### config.mk
export PLATFORM = sky130hd
export DESIGN_NAME = rk8e_disk_ctrl
export DESIGN_NICKNAME = d
export VERILOG_FILES = /design/src/rtl/rk8e_disk_ctrl.sv
export SDC_FILE = /design/constraint.sdc
export NUM_CORES = 1
export LEC_CHECK = 0
export CELL_PAD_IN_SITES_DETAIL_PLACEMENT = 2
export CELL_PAD_IN_SITES_GLOBAL_PLACEMENT = 2
export CORE_ASPECT_RATIO = 1.1
export CORE_MARGIN = 2
export CORE_UTILIZATION = 31
export DETAILED_ROUTE_END_ITERATION = 8
export PLACE_DENSITY_LB_ADDON = 0.1
export SLEW_MARGIN = 20
export SYNTH_ARGS = -nofsm -noshare
export SYNTH_HDL_FRONTEND = slang
export SYNTH_SLANG_ARGS = --single-unit
### constraint.sdc
create_clock -name clk -period 4.8 [get_ports clk]
set_input_delay 0.96 -clock clk [delete_from_list [all_inputs] [get_ports clk]]
set_output_delay 0.96 -clock clk [all_outputs]
set_load 0.1 [all_outputs]
### src/rtl/rk8e_disk_ctrl.sv
// rk8e_disk_ctrl: RK8E-compatible disk controller moving sectors between a word store and memory by data break
module rk8e_disk_ctrl #(
    parameter logic [5:0] DEV     = 6'o74,
    parameter int         BLK_LEN = 256,
    parameter logic [4:0] F1      = 5'd1,
    parameter logic [4:0] DB0     = 5'd8,
    parameter logic [4:0] DB1     = 5'd9,
    parameter logic [4:0] DB2     = 5'd10
) (
    input  logic        clk,
    input  logic        reset,
    input  logic        clear,
    input  logic [11:0] instruction,
    input  logic [4:0]  state,
    input  logic [11:0] ac,
    input  logic        UF,
    output logic [11:0] disk_bus,
    output logic        interrupt,
    output logic        data_break_write,
    output logic        data_break_read,
    output logic        skip,
    output logic [14:0] st_addr,
    output logic [7:0]  st_word,
    output logic        st_req,
    output logic        st_we,
    output logic [11:0] st_wdata,
    input  logic [11:0] st_rdata,
    input  logic        st_ack
);
    localparam logic [2:0] IDLE   = 3'd0;
    localparam logic [2:0] RD_REQ = 3'd1;
    localparam logic [2:0] RD_BRK = 3'd2;
    localparam logic [2:0] WR_BRK = 3'd3;
    localparam logic [2:0] WR_REQ = 3'd4;
    localparam logic [7:0] LAST_FULL = 8'(BLK_LEN - 1);
    localparam logic [7:0] LAST_HALF = 8'(BLK_LEN / 2 - 1);

    logic [2:0]  fsm, op, cmd_fn;
    logic [11:0] dadr, cadr, word;
    logic [7:0]  idx;
    logic [1:0]  cmd_drv;
    logic        cmd_ie, cmd_seek, cmd_half, cmd_cyl, done, err;
    logic        iot, kill, last, busy;

    // PDP-8 numbers bits from the MSB, so instruction[0:2] lives in [11:9] and AC[10:11] in [1:0]
    assign iot  = instruction[11:9] == 3'o6 && instruction[8:3] == DEV && !UF && state == F1;
    assign op   = instruction[2:0];
    assign kill = clear || (iot && op == 3'd2 && ac[1:0] == 2'd1);
    assign last = idx == (cmd_half ? LAST_HALF : LAST_FULL);
    assign busy = fsm != IDLE;

    // Register file, IOT dispatch and the per-word transfer sequencer
    always_ff @(posedge clk or negedge reset) begin
        if (!reset) begin
            fsm      <= IDLE;
            dadr     <= '0;
            cadr     <= '0;
            word     <= '0;
            idx      <= '0;
            cmd_fn   <= '0;
            cmd_drv  <= '0;
            cmd_ie   <= 1'b0;
            cmd_seek <= 1'b0;
            cmd_half <= 1'b0;
            cmd_cyl  <= 1'b0;
            done     <= 1'b0;
            err      <= 1'b0;
        end else if (kill) begin
            fsm      <= IDLE;
            dadr     <= '0;
            cadr     <= '0;
            word     <= '0;
            idx      <= '0;
            cmd_fn   <= '0;
            cmd_drv  <= '0;
            cmd_ie   <= 1'b0;
            cmd_seek <= 1'b0;
            cmd_half <= 1'b0;
            cmd_cyl  <= 1'b0;
            done     <= 1'b0;
            err      <= 1'b0;
        end else begin
            if (iot) begin
                case (op)
                    3'd2: begin
                        if (ac[1:0] == 2'd2) begin
                            dadr <= '0;
                            done <= 1'b1;
                        end else begin
                            done <= 1'b0;
                            err  <= 1'b0;
                        end
                    end
                    3'd3: if (!busy) begin
                        dadr <= ac;
                        idx  <= '0;
                        done <= 1'b0;
                        if (cmd_fn[2:1] == 2'b00) fsm <= RD_REQ;
                        else if (cmd_fn[2:1] == 2'b10) fsm <= WR_BRK;
                        else if (cmd_fn == 3'd3) done <= cmd_seek;
                        else if (cmd_fn == 3'd2) done <= 1'b1;
                        else begin
                            done <= 1'b1;
                            err  <= 1'b1;
                        end
                    end
                    3'd4: cadr <= ac;
                    3'd6: begin
                        cmd_fn   <= ac[11:9];
                        cmd_ie   <= ac[8];
                        cmd_seek <= ac[7];
                        cmd_half <= ac[6];
                        cmd_drv  <= ac[2:1];
                        cmd_cyl  <= ac[0];
                        done     <= ac[11:10] == 2'b11;
                        err      <= ac[11:10] == 2'b11;
                    end
                    default: ;
                endcase
            end
            case (fsm)
                RD_REQ: if (st_ack) begin
                    word <= st_rdata;
                    fsm  <= RD_BRK;
                end
                RD_BRK: if (state == DB2) begin
                    cadr <= cadr + 12'd1;
                    idx  <= idx + 8'd1;
                    fsm  <= last ? IDLE : RD_REQ;
                    if (last) begin
                        done <= 1'b1;
                        dadr <= dadr + 12'd1;
                    end
                end
                WR_BRK: if (state == DB2) begin
                    word <= ac;
                    cadr <= cadr + 12'd1;
                    fsm  <= WR_REQ;
                end
                WR_REQ: if (st_ack) begin
                    idx <= idx + 8'd1;
                    fsm <= last ? IDLE : WR_BRK;
                    if (last) begin
                        done <= 1'b1;
                        dadr <= dadr + 12'd1;
                    end
                end
                default: ;
            endcase
        end
    end

    // Requests follow the registered state, so a clear drops them on the next cycle
    assign data_break_write = fsm == RD_BRK;
    assign data_break_read  = fsm == WR_BRK;
    assign st_req    = fsm == RD_REQ || fsm == WR_REQ;
    assign st_we     = fsm == WR_REQ;
    assign st_wdata  = word;
    assign st_addr   = {cmd_drv, cmd_cyl, dadr};
    assign st_word   = idx;
    assign interrupt = done && cmd_ie;
    assign skip      = iot && op == 3'd1 && done;
    assign disk_bus  = (iot && op == 3'd5) ? {done, busy, 5'b0, err, 4'b0} :
                       ((data_break_write || data_break_read) && state == DB0) ? cadr :
                       (data_break_write && state == DB1) ? word : '0;
endmodule

==> metrics.cfg <==
[critical_path]
worstPathRequired_ns=3.84
start_kind=primary input
reg2reg_slack_ns=1.92
r2r-start=st_word[0]
arrival_ns=3.15
rr_worst_depth=6
crit_path_top_delay_cell=clkdlybuf4s50_1
critPathCaptureType=output port
slowest_delay_ns=0.58
crit_type=primary input to output port
crit_fanout=8
path_cells=clkdlybuf4s50_1 > nor4b_4 > nand4_2 > buf_4 > nor2_1 > nand3_1 > o21ai_0 > buf_12
rr_endpoint=dadr[5]

[pwr]
ir_drop_mv=0.1616
powerDensity_nw_per_um2=251.3
clockPowerShare_pct=49.2
power_switching_share_pct=26.36
p_int_mw=1.008
p_sw_mw=0.3608
seqPwrFrac_pct=37.3
pwr-share-comb_pct=13.5
total_leakage_power_nw=2.145
power_mw=1.369

[timing]
rsz0062_at_grt=no
worstMarginPinSlew_ns=1.022
finalHoldViolCount=0
min_period_over_period_pct=85.55
setup_viol=0
min_period_ns=4.107
max_slew_margin_pct=31.67
max_freq_mhz=243.5
fin_skew_ns=0.01091
layout_setup_ws_ns=0.6934
drv_slew=0
fin_tns_setup_ns=0

[min_path]
hp-class=flip-flop to flip-flop
hp-start=st_word[6]
min_to=st_word[6]
whs_path_depth=1

[clocking]
hold_buffers=0
ctsHtreeMaxLevel=3
postCtsSetupRepairBufs=0
cts_sinks=58
clk_pin_slew_ns=0.05
clock_latency_ns=0.34
cts.repair.resized=0
root_buffer=clkbuf_16
cts_inserted_buffers=9
cts_tree=done
cts_max_path_buffers=2

[placement]
post_dp_cell_area_um2=5135
portBuffers=98
dp_hpwl_um=12010
post-place-ws_ns=0.6473
place.gp.congestion=0.8102

[detailed_routing]
routedWlPerCell_um=23.33
ant_nets=0
dr.first_iter.drc_count=207
via_count=4094
dr.pass1.iters=4
wl_um=16280
vias_per_cell=5.865
drc=0

[final_layout]
regArea_um2=1451
multiInputGateArea_um2=2248
fin_nets=589
diodes=0
nFillCells=1348
syn2layout_area_growth_pct=40.68
fin_area_um2=5448
drive_above_1_share_pct=10.29

[logic_synthesis]
syn-cell-area_um2=3872
synth.area.top_cells=dfrtp_1, nand3_1, a21oi_1
yosysUniqueCellTypes=62
synth_seq_area_share_pct=37.48
async_reset_ff_share_pct=100.0
syn_inst=446
yosysWarnings=0
yosys.area.top_type_share_pct=37.48
ys.flop_type=dfrtp_1
synth_area_leader_cell=dfrtp_1
syn_nets=495
postSynthAreaPerCell_um2=8.683
ys_ff_latch=58
synth-edff-count=0

[die]
dieWidth_um=110.6
coreArea_um2=12140
rows=42
initial_core_util_pct=31.90
io_pins=99
dieArea_um2=13400
die_h_um=121.2

[global_routing]
grt_overflow=0
grt_pass1_wl_um=26070
grt_pass1_vias=4479
antenna_found_initial=0
grt_max_degree=32
track_usage_pct=25.01

[outcome]
status=finished, final reports clean

[job]
drv_cap=0

flip-flops by register name, summed over array words and instances (netlist names), 2 cells and up:
signal and flops:
cadr 12, dadr 12, st_wdata 12, cmd_fn 3, st_word 8, fsm 3
cmd_drv 2
cell type report:
| class | instances | share of cell area, % |
|---|---|---|
| multi-input combinational | 346 | 41.27 |
| sequential | 58 | 26.64 |
| timing repair buffer | 110 | 21.91 |
| clock buffer | 13 | 4.961 |
| tap | 154 | 3.537 |
| inverter | 15 | 1.034 |
| clock inverter | 2 | 0.6431 |
logic make-up after synthesis:
logic type                 Yosys count  synth area share [%]
and+or+nand+nor                    174                 26.14
muxes                               17                 4.491
DFF                                 58                 37.48
AOI/OAI and AO/OA                  145                 24.88
buffers and inverters               42                 4.459
adders and majority gates            3                0.9694
xor gates and xnor gates             7                 1.583
power by group through the flow:
stage / clock network [mW] / registers, mW / logic, mW
floorplan: 0 / 0.553 / 0.0539
global placement: 0 / 0.518 / 0.182
detailed placement: 0 / 0.519 / 0.184
CTS: 0.684 / 0.511 / 0.186
global route: 0.707 / 0.512 / 0.198
finish: 0.674 / 0.511 / 0.185
worst max path at each step:
stage                               from      endpoint
after floorplan           instruction[9]  disk_bus[10]
after global placement          state[1]   disk_bus[4]
after detailed placement        state[1]  disk_bus[10]
after CTS                       state[1]  disk_bus[10]
after global routing            state[1]   disk_bus[4]
final                           state[1]  disk_bus[10]
metal layers:
metal  wire length [um]  up-vias  track usage (%)
met5                  0        -                0
li1                   -     1885                -
met2               8425       92            44.82
met4                157        0            7.031
met3                739       10            4.146
met1               6961     2107            31.13
synthesized netlist by cell type (9+ instances only):
master	instances
nor2_1	14
nand3_1	38
a31oi_1	12
a21oi_1	33
inv_1	15
nand2_1	38
nor3_1	14
a22o_1	9
clkbuf_1	17
dfrtp_1	58
nand4_1	10
o31ai_1	10
mux2i_1	14
a22oi_1	10
o21ai_0	31
cell usage in the layout, fill, tap and decap left out, types with 12 or more instances in the layout:
cell,count
a21oi_1,33
a31oi_1,12
buf_12,13
buf_4,13
clkdlybuf4s50_1,83
dfrtp_1,58
inv_1,15
mux2i_1,14
nand2_1,38
nand3_1,38
nor2_1,14
nor3_1,14
o21ai_0,31
stage by stage:
| step | hold slack, ns | utilization (%) | cells |
|---|---|---|---|
| 2_1_floorplan | 0.5047 | - | 446 |
| 3_3_place_gp | 0.5149 | 42.30 | 682 |
| 3_5_place_dp | 0.5261 | 42.30 | 682 |
| 4_1_cts | 0.5367 | 44.82 | 697 |
| 5_1_grt | 0.5725 | 44.88 | 698 |
| 6_report | 0.5379 | 44.88 | 698 |
worst max-delay path: cells and delay by family:
kind                   cells  cell delay, ns
buffers and inverters      3            1.01
and+or+nand+nor            4            0.80
AOI/OAI and AO/OA          1            0.37
(Power assumes the default switching activity.)
